--- config.mk ---
export PLATFORM = sky130hd
export DESIGN_NAME = wb_stage
export DESIGN_NICKNAME = d
export VERILOG_FILES = /design/src/rtl/wb_pkg.sv /design/src/rtl/load_align.sv /design/src/rtl/wb_stage.sv
export SDC_FILE = /design/constraint.sdc
export NUM_CORES = 1
export LEC_CHECK = 0
export CAP_MARGIN = 40
export CORE_ASPECT_RATIO = 0.8
export CORE_MARGIN = 4
export CORE_UTILIZATION = 52
export CTS_BUF_LIST = sky130_fd_sc_hd__clkbuf_8
export DETAILED_ROUTE_END_ITERATION = 7
export PLACE_DENSITY = 0.89
export RECOVER_POWER = 50
export SKIP_LAST_GASP = 1
export SYNTH_ARGS = -nofsm -noshare
export SYNTH_HDL_FRONTEND = slang
export SYNTH_SLANG_ARGS = --single-unit
--- constraint.sdc ---
create_clock -name clk -period 4.9 [get_ports clk]
set_input_delay 0.98 -clock clk [delete_from_list [all_inputs] [get_ports clk]]
set_output_delay 0.98 -clock clk [all_outputs]
set_load 0.005 [all_outputs]
--- src/rtl/wb_pkg.sv ---
// Shared encodings and defaults for the EX->WB pipeline register and the
// writeback/memory-access stage.
package wb_pkg;

    localparam int WORD_WIDTH = 32;
    localparam int ADDR_WIDTH = 5;

    typedef enum logic [2:0] {
        LT_NONE = 3'b000,
        LT_LB   = 3'b001,
        LT_LH   = 3'b010,
        LT_LW   = 3'b011,
        LT_LBU  = 3'b101,
        LT_LHU  = 3'b110
    } load_type_e;

    typedef enum logic [1:0] {
        ST_NONE = 2'b00,
        ST_SB   = 2'b01,
        ST_SH   = 2'b10,
        ST_SW   = 2'b11
    } store_type_e;

    typedef enum logic [1:0] {
        S_IDLE        = 2'b00,
        S_WAIT_GNT    = 2'b01,
        S_WAIT_RVALID = 2'b10
    } wb_state_e;

    // Unlisted load encodings behave as "no load".
    function automatic logic is_load(input logic [2:0] lt);
        logic res;
        case (lt)
            LT_LB, LT_LH, LT_LW, LT_LBU, LT_LHU: res = 1'b1;
            default:                             res = 1'b0;
        endcase
        return res;
    endfunction

endpackage

--- src/rtl/load_align.sv ---
// Selects the addressed byte/halfword of a load response and extends it to a
// full word according to the load type.
module load_align (
    input  logic [31:0] rdata,
    input  logic [1:0]  offset,
    input  logic [2:0]  load_type,
    output logic [31:0] load_word
);
    import wb_pkg::*;

    logic [7:0]  byte_s;
    logic [15:0] half_s;

    // Lane select followed by sign/zero extension
    always_comb begin
        case (offset)
            2'b00:   byte_s = rdata[7:0];
            2'b01:   byte_s = rdata[15:8];
            2'b10:   byte_s = rdata[23:16];
            2'b11:   byte_s = rdata[31:24];
            default: byte_s = rdata[7:0];
        endcase
        if (offset[1]) begin
            half_s = rdata[31:16];
        end else begin
            half_s = rdata[15:0];
        end
        case (load_type)
            LT_LB:   load_word = {{24{byte_s[7]}}, byte_s};
            LT_LBU:  load_word = {24'h000000, byte_s};
            LT_LH:   load_word = {{16{half_s[15]}}, half_s};
            LT_LHU:  load_word = {16'h0000, half_s};
            default: load_word = rdata;
        endcase
    end

endmodule

--- src/rtl/wb_stage.sv ---
// Writeback / memory-access stage: issues data-bus transactions for loads and
// stores, stalls the pipeline while one is outstanding, and writes the register file.
module wb_stage #(
    parameter int WORD_WIDTH = wb_pkg::WORD_WIDTH,
    parameter int ADDR_WIDTH = wb_pkg::ADDR_WIDTH
) (
    input  logic                  clk,
    input  logic                  rst_n,
    input  logic [2:0]            load_type_i,
    input  logic [1:0]            store_type_i,
    input  logic                  write_en_i,
    input  logic [WORD_WIDTH-1:0] ex_data_i,
    input  logic [WORD_WIDTH-1:0] store_data_i,
    input  logic [ADDR_WIDTH-1:0] reg_waddr_i,
    output logic                  data_req_o,
    input  logic                  data_gnt_i,
    input  logic                  data_rvalid_i,
    output logic [WORD_WIDTH-1:0] data_addr_o,
    output logic                  data_we_o,
    output logic [3:0]            data_be_o,
    output logic [WORD_WIDTH-1:0] data_wdata_o,
    input  logic [WORD_WIDTH-1:0] data_rdata_i,
    output logic                  rf_we_o,
    output logic [ADDR_WIDTH-1:0] rf_waddr_o,
    output logic [WORD_WIDTH-1:0] rf_wdata_o,
    output logic                  stall_o,
    output logic                  misaligned_o
);
    import wb_pkg::*;

    wb_state_e             state_r, next_state_s;
    logic                  store_op_s, load_op_s, mem_op_s, aligned_s, issue_s;
    logic [1:0]            offset_s;
    logic [3:0]            be_s;
    logic [WORD_WIDTH-1:0] addr_s, wdata_s;

    logic [1:0]            offset_r;
    logic [2:0]            load_type_r;
    logic                  load_we_r, is_store_r;
    logic [ADDR_WIDTH-1:0] waddr_r;
    logic [WORD_WIDTH-1:0] addr_r, wdata_r;
    logic [3:0]            be_r;

    logic                  rf_we_s, rf_we_r, misaligned_s, misaligned_r;
    logic [ADDR_WIDTH-1:0] rf_waddr_s, rf_waddr_r;
    logic [WORD_WIDTH-1:0] rf_wdata_s, rf_wdata_r;
    logic [WORD_WIDTH-1:0] load_word_s;

    // Decode the incoming op: precedence, alignment, byte lanes and store data
    always_comb begin
        store_op_s = (store_type_i != ST_NONE);
        load_op_s  = is_load(load_type_i) && !store_op_s;
        mem_op_s   = store_op_s || load_op_s;
        offset_s   = ex_data_i[1:0];
        addr_s     = {ex_data_i[WORD_WIDTH-1:2], 2'b00};
        be_s       = 4'b1111;
        wdata_s    = store_data_i;
        aligned_s  = 1'b1;
        if (store_op_s) begin
            case (store_type_i)
                ST_SB: begin
                    be_s    = 4'b0001 << offset_s;
                    wdata_s = {4{store_data_i[7:0]}};
                end
                ST_SH: begin
                    be_s      = offset_s[1] ? 4'b1100 : 4'b0011;
                    wdata_s   = {2{store_data_i[15:0]}};
                    aligned_s = ~offset_s[0];
                end
                ST_SW:   aligned_s = (offset_s == 2'b00);
                default: aligned_s = 1'b1;
            endcase
        end else begin
            case (load_type_i)
                LT_LH, LT_LHU: aligned_s = ~offset_s[0];
                LT_LW:         aligned_s = (offset_s == 2'b00);
                default:       aligned_s = 1'b1;
            endcase
        end
        issue_s = (state_r == S_IDLE) && mem_op_s && aligned_s;
    end

    load_align u_load_align (
        .rdata     (data_rdata_i),
        .offset    (offset_r),
        .load_type (load_type_r),
        .load_word (load_word_s)
    );

    // Next state, bus/stall outputs and the next register-file write
    always_comb begin
        next_state_s = state_r;
        data_req_o   = 1'b0;
        stall_o      = 1'b0;
        data_addr_o  = addr_r;
        data_we_o    = is_store_r;
        data_be_o    = be_r;
        data_wdata_o = wdata_r;
        rf_we_s      = 1'b0;
        rf_waddr_s   = rf_waddr_r;
        rf_wdata_s   = rf_wdata_r;
        misaligned_s = 1'b0;
        case (state_r)
            S_IDLE: begin
                data_addr_o  = addr_s;
                data_we_o    = store_op_s;
                data_be_o    = be_s;
                data_wdata_o = wdata_s;
                if (issue_s) begin
                    data_req_o   = 1'b1;
                    stall_o      = 1'b1;
                    next_state_s = data_gnt_i ? S_WAIT_RVALID : S_WAIT_GNT;
                end else if (mem_op_s) begin
                    misaligned_s = 1'b1;
                end else begin
                    rf_we_s    = write_en_i;
                    rf_waddr_s = reg_waddr_i;
                    rf_wdata_s = ex_data_i;
                end
            end
            S_WAIT_GNT: begin
                data_req_o = 1'b1;
                stall_o    = 1'b1;
                if (data_gnt_i) begin
                    next_state_s = S_WAIT_RVALID;
                end else begin
                    next_state_s = S_WAIT_GNT;
                end
            end
            S_WAIT_RVALID: begin
                // Stall drops in the rvalid cycle so the EX->WB register advances
                if (data_rvalid_i) begin
                    next_state_s = S_IDLE;
                    rf_we_s      = !is_store_r && load_we_r;
                    rf_waddr_s   = waddr_r;
                    rf_wdata_s   = load_word_s;
                end else begin
                    stall_o = 1'b1;
                end
            end
            default: next_state_s = S_IDLE;
        endcase
    end

    // State register and capture of the transaction at issue
    always_ff @(posedge clk or negedge rst_n) begin
        if (!rst_n) begin
            state_r     <= S_IDLE;
            offset_r    <= 2'b00;
            load_type_r <= 3'b000;
            load_we_r   <= 1'b0;
            is_store_r  <= 1'b0;
            waddr_r     <= '0;
            addr_r      <= '0;
            be_r        <= 4'b0000;
            wdata_r     <= '0;
        end else begin
            state_r <= next_state_s;
            if (issue_s) begin
                offset_r    <= offset_s;
                load_type_r <= load_type_i;
                load_we_r   <= write_en_i;
                is_store_r  <= store_op_s;
                waddr_r     <= reg_waddr_i;
                addr_r      <= addr_s;
                be_r        <= be_s;
                wdata_r     <= wdata_s;
            end
        end
    end

    // Registered register-file write and misalignment pulse
    always_ff @(posedge clk or negedge rst_n) begin
        if (!rst_n) begin
            rf_we_r      <= 1'b0;
            rf_waddr_r   <= '0;
            rf_wdata_r   <= '0;
            misaligned_r <= 1'b0;
        end else begin
            rf_we_r      <= rf_we_s;
            rf_waddr_r   <= rf_waddr_s;
            rf_wdata_r   <= rf_wdata_s;
            misaligned_r <= misaligned_s;
        end
    end

    assign rf_we_o      = rf_we_r;
    assign rf_waddr_o   = rf_waddr_r;
    assign rf_wdata_o   = rf_wdata_r;
    assign misaligned_o = misaligned_r;

endmodule

* Yosys cells after proc, flatten, opt, wreduce, memory -nomap -nowiden
Index checks and enable logic that the tools add are counted.
** Word-level totals
- Bits in registers :: 119
- Input bits :: 111
- Word-level logic and storage cells :: 91
** Cells by class
- Eq/ne operators :: 21
- Shift operators :: 1
- Multiplexer cells :: 39
- Bitwise operators :: 1
- Reductions and logical operators :: 16
** Operator list (count)
- $mux 32 :: 6
- $pmux 32 s2 :: 2
- $pmux 32 s4 :: 1
- $pmux 8 s4 :: 1
- $mux 16 :: 1
- $mux 5 :: 3
- $eq 3x3->1 const B :: 4
- $mux 4 :: 3
- $mux 1 :: 11
- $eq 2x2->1 const B :: 5
- $pmux 5 s2 :: 1
- $eq 3x2->1 const B :: 3
- $ne 2x2->1 const B :: 4
- $pmux 1 s2 :: 4
- $pmux 4 s2 :: 1
- $eq 2x1->1 const B :: 3
- $eq 3x1->1 const B :: 2
- $logic_not 2->1 :: 3
- $mux 2 :: 3
- $pmux 2 s3 :: 1
- $reduce_or 5->1 :: 1
- $logic_and 1x1->1 :: 4
- $reduce_and 4->1 :: 1
- $reduce_bool 2->1 :: 2
- other kinds (7) :: 8

* Logic depth before layout (Yosys ltp)
Gate-level depths: netlist of the first run.
- Word-level depth :: 9
- Gate-level depth with buffers :: 8
- Mapped depth without buffers :: 6

* Cells and area by module
From an unflattened synthesis of the first run, not the netlist that was laid out.
** Unflattened totals
- Cell total of the unflattened synthesis :: 782
- Area total of the unflattened synthesis :: 7178.1 um^2
** By module, submodules not included
- wb_stage :: times used 1, cells each 649, area an instance 6239.7 um^2, seq. area each 2977.9 um^2
- load_align :: times used 1, cells each 133, area an instance 938.4 um^2, seq. area each 0.0 um^2

* Worst setup path after synthesis of the first run
OpenSTA, ideal clock, no wires.
- Path kind :: input -> output
- From :: input store_type_i[0]
- To :: output stall_o
- Arrival :: 2.389 ns
- Path slack :: 1.531 ns
- Stages on the path :: 8
- Buffers on the path :: 2
- Cells stage by stage :: inv_1 > ha_1 > nor3_2 > a31oi_4 > and2_1 > buf_2 > buf_4 > a221oi_1
** Between the ends
- Cells in the longest elaborated chain, start to end :: 8
- Elaborated cells between the ends (all ways) :: 12
- Classes of those cells :: 2 x eq/ne; 4 x mux; 6 x reduce/logical
** RTL lines
- from (decl) :: RTL line wb_stage.sv:10 : input logic [1:0] store_type_i,
- branches (longest 5 deep; another with $eq 2x2->1)
- $logic_and 1x1->1 (*) :: RTL line wb_stage.sv:80 : issue_s = (state_r == S_IDLE) && mem_op_s && aligned_s;
- $mux 1 (*) :: RTL line wb_stage.sv:109 : if (issue_s) begin
- $pmux 1 s3 (*) :: RTL line wb_stage.sv:103 : case (state_r)
- to (decl) :: RTL line wb_stage.sv:26 : output logic stall_o,
Mark *: on every way between the ends.

* Worst setup path after layout of the first run
- From :: input store_type_i[0]
- To :: output data_wdata_o[19]
** Between the ends
- Cells in the longest elaborated chain, start to end :: 4
- Elaborated cells between the ends (all ways) :: 6
- Classes of those cells :: 2 x eq/ne; 3 x mux; 1 x reduce/logical
** RTL lines
- $eq 2x2->1 or $eq 2x1->1 (tied branches) :: RTL line wb_stage.sv:60 : case (store_type_i)
- $pmux 32 s2 :: RTL line wb_stage.sv:60
- $mux 32 (*) :: RTL line wb_stage.sv:59 : if (store_op_s) begin
- $mux 32 (*) :: RTL line wb_stage.sv:103
- to (decl) :: RTL line wb_stage.sv:21 : output logic [WORD_WIDTH-1:0] data_wdata_o,
Every way passes the cells marked *; elsewhere a longest branch is shown, timed or not.

==> impl_metrics.env, run 1 <==
export IMPL_antenna_cells=0
export IMPL_clk_insertion_delay_late_ns=0.43
export IMPL_die_area_mm2=0.0152
export IMPL_cts_sinks=119
export IMPL_slew_headroom_pct=-74.6
export IMPL_gp_congestion=0.907
export IMPL_vdd_ir_drop_max_mv=0.353
export IMPL_synthFlopType="dfrtp_1"
export IMPL_yosysTopAreaCellShare_pct=43.0
export IMPL_setup_viol=0
export IMPL_final_nets=1063
export IMPL_area_growth_synth_to_final_pct=38.3
export IMPL_synth_edff_count=0
export IMPL_holdWs_ns=0.510
export IMPL_grt_pass1_vias=6430
export IMPL_netlist_area_mm2=0.00692
export IMPL_ys_warn_count=0
export IMPL_h_tree_depth=4
export IMPL_synthArstFlopShare_pct=100
export IMPL_drt_iter0_drc=819
export IMPL_regArea_mm2=0.00298
export IMPL_slew_viol_final=46
export IMPL_via_per_inst=5.78
export IMPL_cp_max_fo=20
export IMPL_start_util_pct=53.4
export IMPL_io_buffers=218
export IMPL_grt_max_degree=46
export IMPL_path_clk_slew_ns=0.07
export IMPL_synth_area_leaders="dfrtp_1 43%, nand2_1 9.9%, mux2_4 6.5%, mux2_2 5.2%, mux2i_1 3.9%"
export IMPL_ys_types=60
export IMPL_synth_compound_area_share_pct=18.4
export IMPL_track_usage_pct=30.2
export IMPL_synth_top_family_by_area="compound AO/OA/AOI/OAI gates"
export IMPL_vias=6558
export IMPL_cts_tree="done"
export IMPL_status="finished with violations"
export IMPL_avgSynthCellArea_um2=9.24
export IMPL_drc=0
export IMPL_ctsResizeCount=0
export IMPL_dr_pass1_iters=6
export IMPL_ys_ff_latch=119
export IMPL_coreArea_mm2=0.0130
export IMPL_synthXorXnorAreaFrac_pct=0
export IMPL_cts_max_path_buffers=2
export IMPL_powerDensity_mw_per_mm2=640
export IMPL_worstMarginPinSlew_ns=2.62
export IMPL_violations="max-capacitance violations, max-slew violations"
export IMPL_cap_violations=1
export IMPL_netlist_instances=749
export IMPL_finClkSkew_ns=0.0115
export IMPL_fmax_mhz=216
export IMPL_cts_made_buffers=17
export IMPL_postRouteWirelength_um=22800
export IMPL_leakage_nw=4.24
export IMPL_yosysSeqAreaShare_pct=43.0
export IMPL_io_pins=221
export IMPL_period_needed_ns=4.64
export IMPL_setup_worst_path_end_class="output port"
export IMPL_ant_nets=0
export IMPL_synth_simple_gate_area_share_pct=15.2
export IMPL_setup_tns_final_ns=0
export IMPL_cts_root_buf="clkbuf_8"
export IMPL_cts_hold_buf=0
export IMPL_arrival_ns=3.66
export IMPL_cts_post_setup_buffers_inserted=0
export IMPL_start_kind="input pin"
export IMPL_critical_path_required_ns=3.92
export IMPL_multi_input_area_mm2=0.00352
export IMPL_die_y_um=111
export IMPL_grt_first_pass_wirelength_um=35600
export IMPL_critPathKind="in2out"
export IMPL_wire_per_inst_um=20.1
export IMPL_synth_adder_area_share_pct=1.08
export IMPL_die_w_um=137
export IMPL_overflow=0
export IMPL_place_hpwl_um=16900
export IMPL_antenna_found_initial=0
export IMPL_min_path_type="reg2reg"
export IMPL_hold_viol=0
export IMPL_synth_top_area_cell="dfrtp_1"
export IMPL_rsz0062_at_grt="false"
export IMPL_drive_gt1_share_pct=13.9
export IMPL_synth_mux_area_fraction_pct=15.9
export IMPL_nFillCells=938
export IMPL_period_share_pct=94.6
export IMPL_rows=37
[cell families after synthesis]
| group | count (synthesis) |
|---|---|
| other cells | 1 |
| mux | 90 |
| simple gates | 254 |
| fa+ha+maj | 6 |
| compound gates | 180 |
| buf+inv | 99 |
| flops | 119 |
[synth_stat cells, drive strengths merged (6+ instances only)]
| cell | number |
|---|---|
| a211oi | 16 |
| a21oi | 45 |
| a221o | 7 |
| a221oi | 9 |
| a22oi | 24 |
| a311oi | 6 |
| a31o | 8 |
| a31oi | 8 |
| buf | 24 |
| clkbuf | 33 |
| dfrtp | 119 |
| ha | 6 |
| inv | 41 |
| mux2 | 62 |
| mux2i | 27 |
| nand2 | 184 |
| nand2b | 8 |
| nor2 | 41 |
| o21ai | 31 |
[routing by layer]
layer | routed length [um] | global-route usage (%) | vias up
met3 | 2000 | 6.85 | 74
met2 | 9900 | 42.8 | 386
met1 | 9930 | 44.7 | 3093
met5 | 0 | 0 | -
li1 | - | - | 3005
met4 | 937 | 11.8 | 0
[report_power, final]
part           internal [mW]  total [mW]  leakage, nW  switching, mW
clock network          0.452       0.884        0.180          0.432
registers               1.46        1.79         1.40          0.334
logic                   1.81        3.45         2.66           1.64
[cells in the final DEF, fill, tap and decap left out, types with 3 or more instances in the layout]
cell and instances:
a211oi_1 16, o32ai_1 4, a31o_2 8, nand2b_1 8
nand2_1 183, mux2_4 30, ha_1 6, nor2_1 40
dfrtp_1 119, a21oi_1 44, clkdlybuf4s50_1 177, dlygate4sd3_1 40
o21ai_0 30, o22ai_1 3, clkbuf_8 17, and2_1 3
or2_2 3, a22oi_1 24, mux2_2 32, inv_1 41
a221oi_1 8, a221o_1 7, clkinv_2 3, mux2i_1 27
o41ai_1 4, clkinvlp_4 6, buf_4 12, a31oi_1 7
a311oi_1 5
[worst paths after layout]
path,startpoint,end,slack (ns),cells after the start
setup / recovery,store_type_i[0],data_wdata_o[19],0.26,9
hold / removal,rf_wdata_o[7]$_DFFE_PN0P_,rf_wdata_o[7]$_DFFE_PN0P_,0.51,1
setup reg to reg,state_r[0]$_DFFE_PN0P_,rf_wdata_o[13]$_DFFE_PN0P_,1.82,5
hold reg to reg,rf_wdata_o[7]$_DFFE_PN0P_,rf_wdata_o[7]$_DFFE_PN0P_,0.51,1
max in group asynchronous,rst_n,rf_wdata_o[21]$_DFFE_PN0P_,1.41,2
min in group asynchronous,rst_n,addr_r[21]$_DFFE_PN0P_,1.35,1
[flip-flops by register name, summed over array words and instances, names as in the netlist, 2 cells and up]
register and count:
addr_r 30, be_r 4, load_type_r 3, offset_r 2, rf_waddr_o 5, rf_wdata_o 32, state_r 2, waddr_r 5
wdata_r 32
[worst max-delay path, cell delays in order]
cell	delay, ns
clkdlybuf4s50_1	0.51
inv_1	0.07
ha_1	0.29
nand2b_1	0.49
nor2_1	0.22
buf_4	0.19
a22oi_1	0.10
o21ai_0	0.25
clkdlybuf4s50_1	0.56
[area by class of cell]
class | count | share of cell area (%)
multi-input combinational | 532 | 36.8
sequential | 119 | 31.1
timing repair buffer | 234 | 24.1
clock buffer | 17 | 2.45
tap | 175 | 2.29
inverter | 42 | 1.65
clock inverter | 15 | 1.62
[through the flow]
| stage | util, % | cells | worst slack (ns) | cell area, um2 | power [mW] |
|---|---|---|---|---|---|
| floorplan | - | 750 | 1.53 | 6920 | 3.65 |
| global placement | 70.7 | 1101 | 0.478 | 9170 | 5.12 |
| detailed placement | 71.0 | 1102 | 0.303 | 9200 | 5.28 |
| CTS | 74.0 | 1134 | 0.314 | 9590 | 6.19 |
| global route | 73.8 | 1134 | 0.127 | 9570 | 6.54 |
| finish | 73.8 | 1134 | 0.264 | 9570 | 6.12 |
(Power assumes the default switching activity.)
==> inputs of run 2 (changes only) <==
Clock period 4.9 ns to 5.5 ns, I/O delays scaled along.
==> run 2 against run 1 <==
  * The run still ends with max-capacitance violations, max-slew violations left
  * Combinational power decreased by 11%
  * Design area grew 0.13%
  * Clock skew is 0.0073 ns higher
  * Hold slack got worse by 0.069 ns
  * Critical path type unchanged
  * Critical endpoint is now stall_o
  * Largest cell class unchanged
==> impl_metrics.env, run 2 (synthesis gave the netlist of run 1 again) <==
export IMPL_leakage_nw=4.24
export IMPL_place_hpwl_um=16200
export IMPL_cts_sinks=119
export IMPL_dr_pass1_iters=5
export IMPL_ant_nets=0
export IMPL_finClkSkew_ns=0.0188
export IMPL_violations="max-capacitance violations, max-slew violations"
export IMPL_cap_violations=2
export IMPL_postRouteWirelength_um=22800
export IMPL_layout_common_cells="183 x nand2_1, 176 x clkdlybuf4s50_1, 119 x dfrtp_1, 44 x a21oi_1"
export IMPL_coreArea_mm2=0.0130
export IMPL_r2r_end="addr_r[11]$_DFFE_PN0P_"
export IMPL_cts_hold_buf=0
export IMPL_setup_viol=0
export IMPL_finalWorstSetupSlack_ns=0.412
export IMPL_path_clk_slew_ns=0.08
export IMPL_critical_path_required_ns=4.40
export IMPL_cts_max_path_buffers=2
export IMPL_overflow=0
export IMPL_rsz0062_at_grt="false"
export IMPL_io_pins=221
export IMPL_rows=37
export IMPL_use_met1_pct=44.6
export IMPL_via_per_inst=5.82
export IMPL_critPathLaunch="store_type_i[0]"
export IMPL_period_share_pct=92.5
export IMPL_die_y_um=111
export IMPL_grt_busiest_layer="met1"
export IMPL_critPathKind="in2out"
export IMPL_powerDensity_mw_per_mm2=577
export IMPL_cts_root_buf="clkbuf_8"
export IMPL_cts_tree="done"
export IMPL_track_usage_pct=30.1
export IMPL_gp_congestion=0.915
export IMPL_dpl_worst_slack_ns=0.682
export IMPL_grt_pass1_vias=6420
export IMPL_worstMarginPinSlew_ns=3.26
export IMPL_start_kind="input pin"
export IMPL_cts_post_setup_buffers_inserted=0
export IMPL_setup_worst_path_end_class="output port"
export IMPL_die_w_um=137
export IMPL_ctsResizeCount=0
export IMPL_slew_headroom_pct=-117
export IMPL_ff2ff_path_depth=6
export IMPL_stdcell_count=1130
export IMPL_drt_iter0_drc=549
export IMPL_grt_max_degree=62
export IMPL_vdd_ir_drop_max_mv=0.371
export IMPL_cts_made_buffers=17
export IMPL_holdWs_ns=0.441
export IMPL_start_util_pct=53.4
export IMPL_area_growth_synth_to_final_pct=38.5
export IMPL_period_needed_ns=5.09
export IMPL_antenna_cells=0
export IMPL_setup_tns_final_ns=0
export IMPL_min_path_type="in2async"
export IMPL_status="finished with violations"
export IMPL_r2r_slack_ns=2.83
export IMPL_grt_first_pass_wirelength_um=35700
export IMPL_io_buffers=218
export IMPL_clk_insertion_delay_late_ns=0.44
export IMPL_drc=0
export IMPL_cp_max_fo=15
export IMPL_antenna_found_initial=0
export IMPL_fmax_mhz=197
export IMPL_final_nets=1059
export IMPL_die_area_mm2=0.0152
export IMPL_slew_viol_final=120
export IMPL_h_tree_depth=4
export IMPL_placedCellCount=1098
export IMPL_hold_viol=0
export IMPL_nFillCells=962
export IMPL_r2r_start="state_r[0]$_DFFE_PN0P_"
export IMPL_drive_gt1_share_pct=13.4
export IMPL_vias=6574
export IMPL_layout_commonest_cell="nand2_1"
export IMPL_met2_usage_pct=42.9
export IMPL_arrival_ns=3.99
export IMPL_use_met3_pct=7.85
export IMPL_wire_per_inst_um=20.2
==> run 2: cell type report <==
class / count / area, um2 / area share [%]
Clock buffer: 19 / 262 / 2.73
Clock inverter: 13 / 169 / 1.76
Inverter: 42 / 158 / 1.65
Multi-Input combinational cell: 532 / 3520 / 36.7
Sequential cell: 119 / 2980 / 31.1
Tap cell: 175 / 219 / 2.29
Timing Repair Buffer: 230 / 2280 / 23.8
==> run 2: report_power, final <==
part           leakage, nW  switching (mW)  internal (mW)  total, mW
clock network        0.205           0.397          0.477      0.874
registers             1.40           0.297           1.30       1.60
logic                 2.64            1.45           1.60       3.06
==> run 2: worst max path at each step <==
stage	end	cells past startpoint
after detailed placement	stall_o	8
after global routing	stall_o	8
after global placement	stall_o	8
final	stall_o	8
after floorplan	stall_o	8
after CTS	stall_o	8
==> run 2: stage by stage <==
step           power [mW]  cell area, um2  utilization [%]
3_5_place_dp         4.67            9170             70.7
6_report             5.52            9580             73.9
5_1_grt              5.88            9580             73.9
2_1_floorplan        3.25            6920                -
4_1_cts              5.57            9600             74.0
3_3_place_gp         4.55            9140             70.5
==> run 2: worst max-delay path, stage by stage <==
cell and delay [ns]:
dlygate4sd3_1 0.59, inv_1 0.08, ha_1 0.29, nor3_1 0.56
a31oi_4 0.05, and2_1 0.40, a221oi_1 0.32, clkdlybuf4s50_1 0.59
==> run 2: routing by layer <==
layer / vias to the layer above / wire length (um)
met5: - / 0
met4: 0 / 675
met3: 52 / 2060
met2: 346 / 9950
met1: 3177 / 10100
li1: 2999 / -
==> inputs of run 3 (changes only) <==
Settings changed: SLEW_MARGIN set to 5.
==> results of run 3 <==
Same layout as run 2: the final DEF is identical, and so are final timing and power.
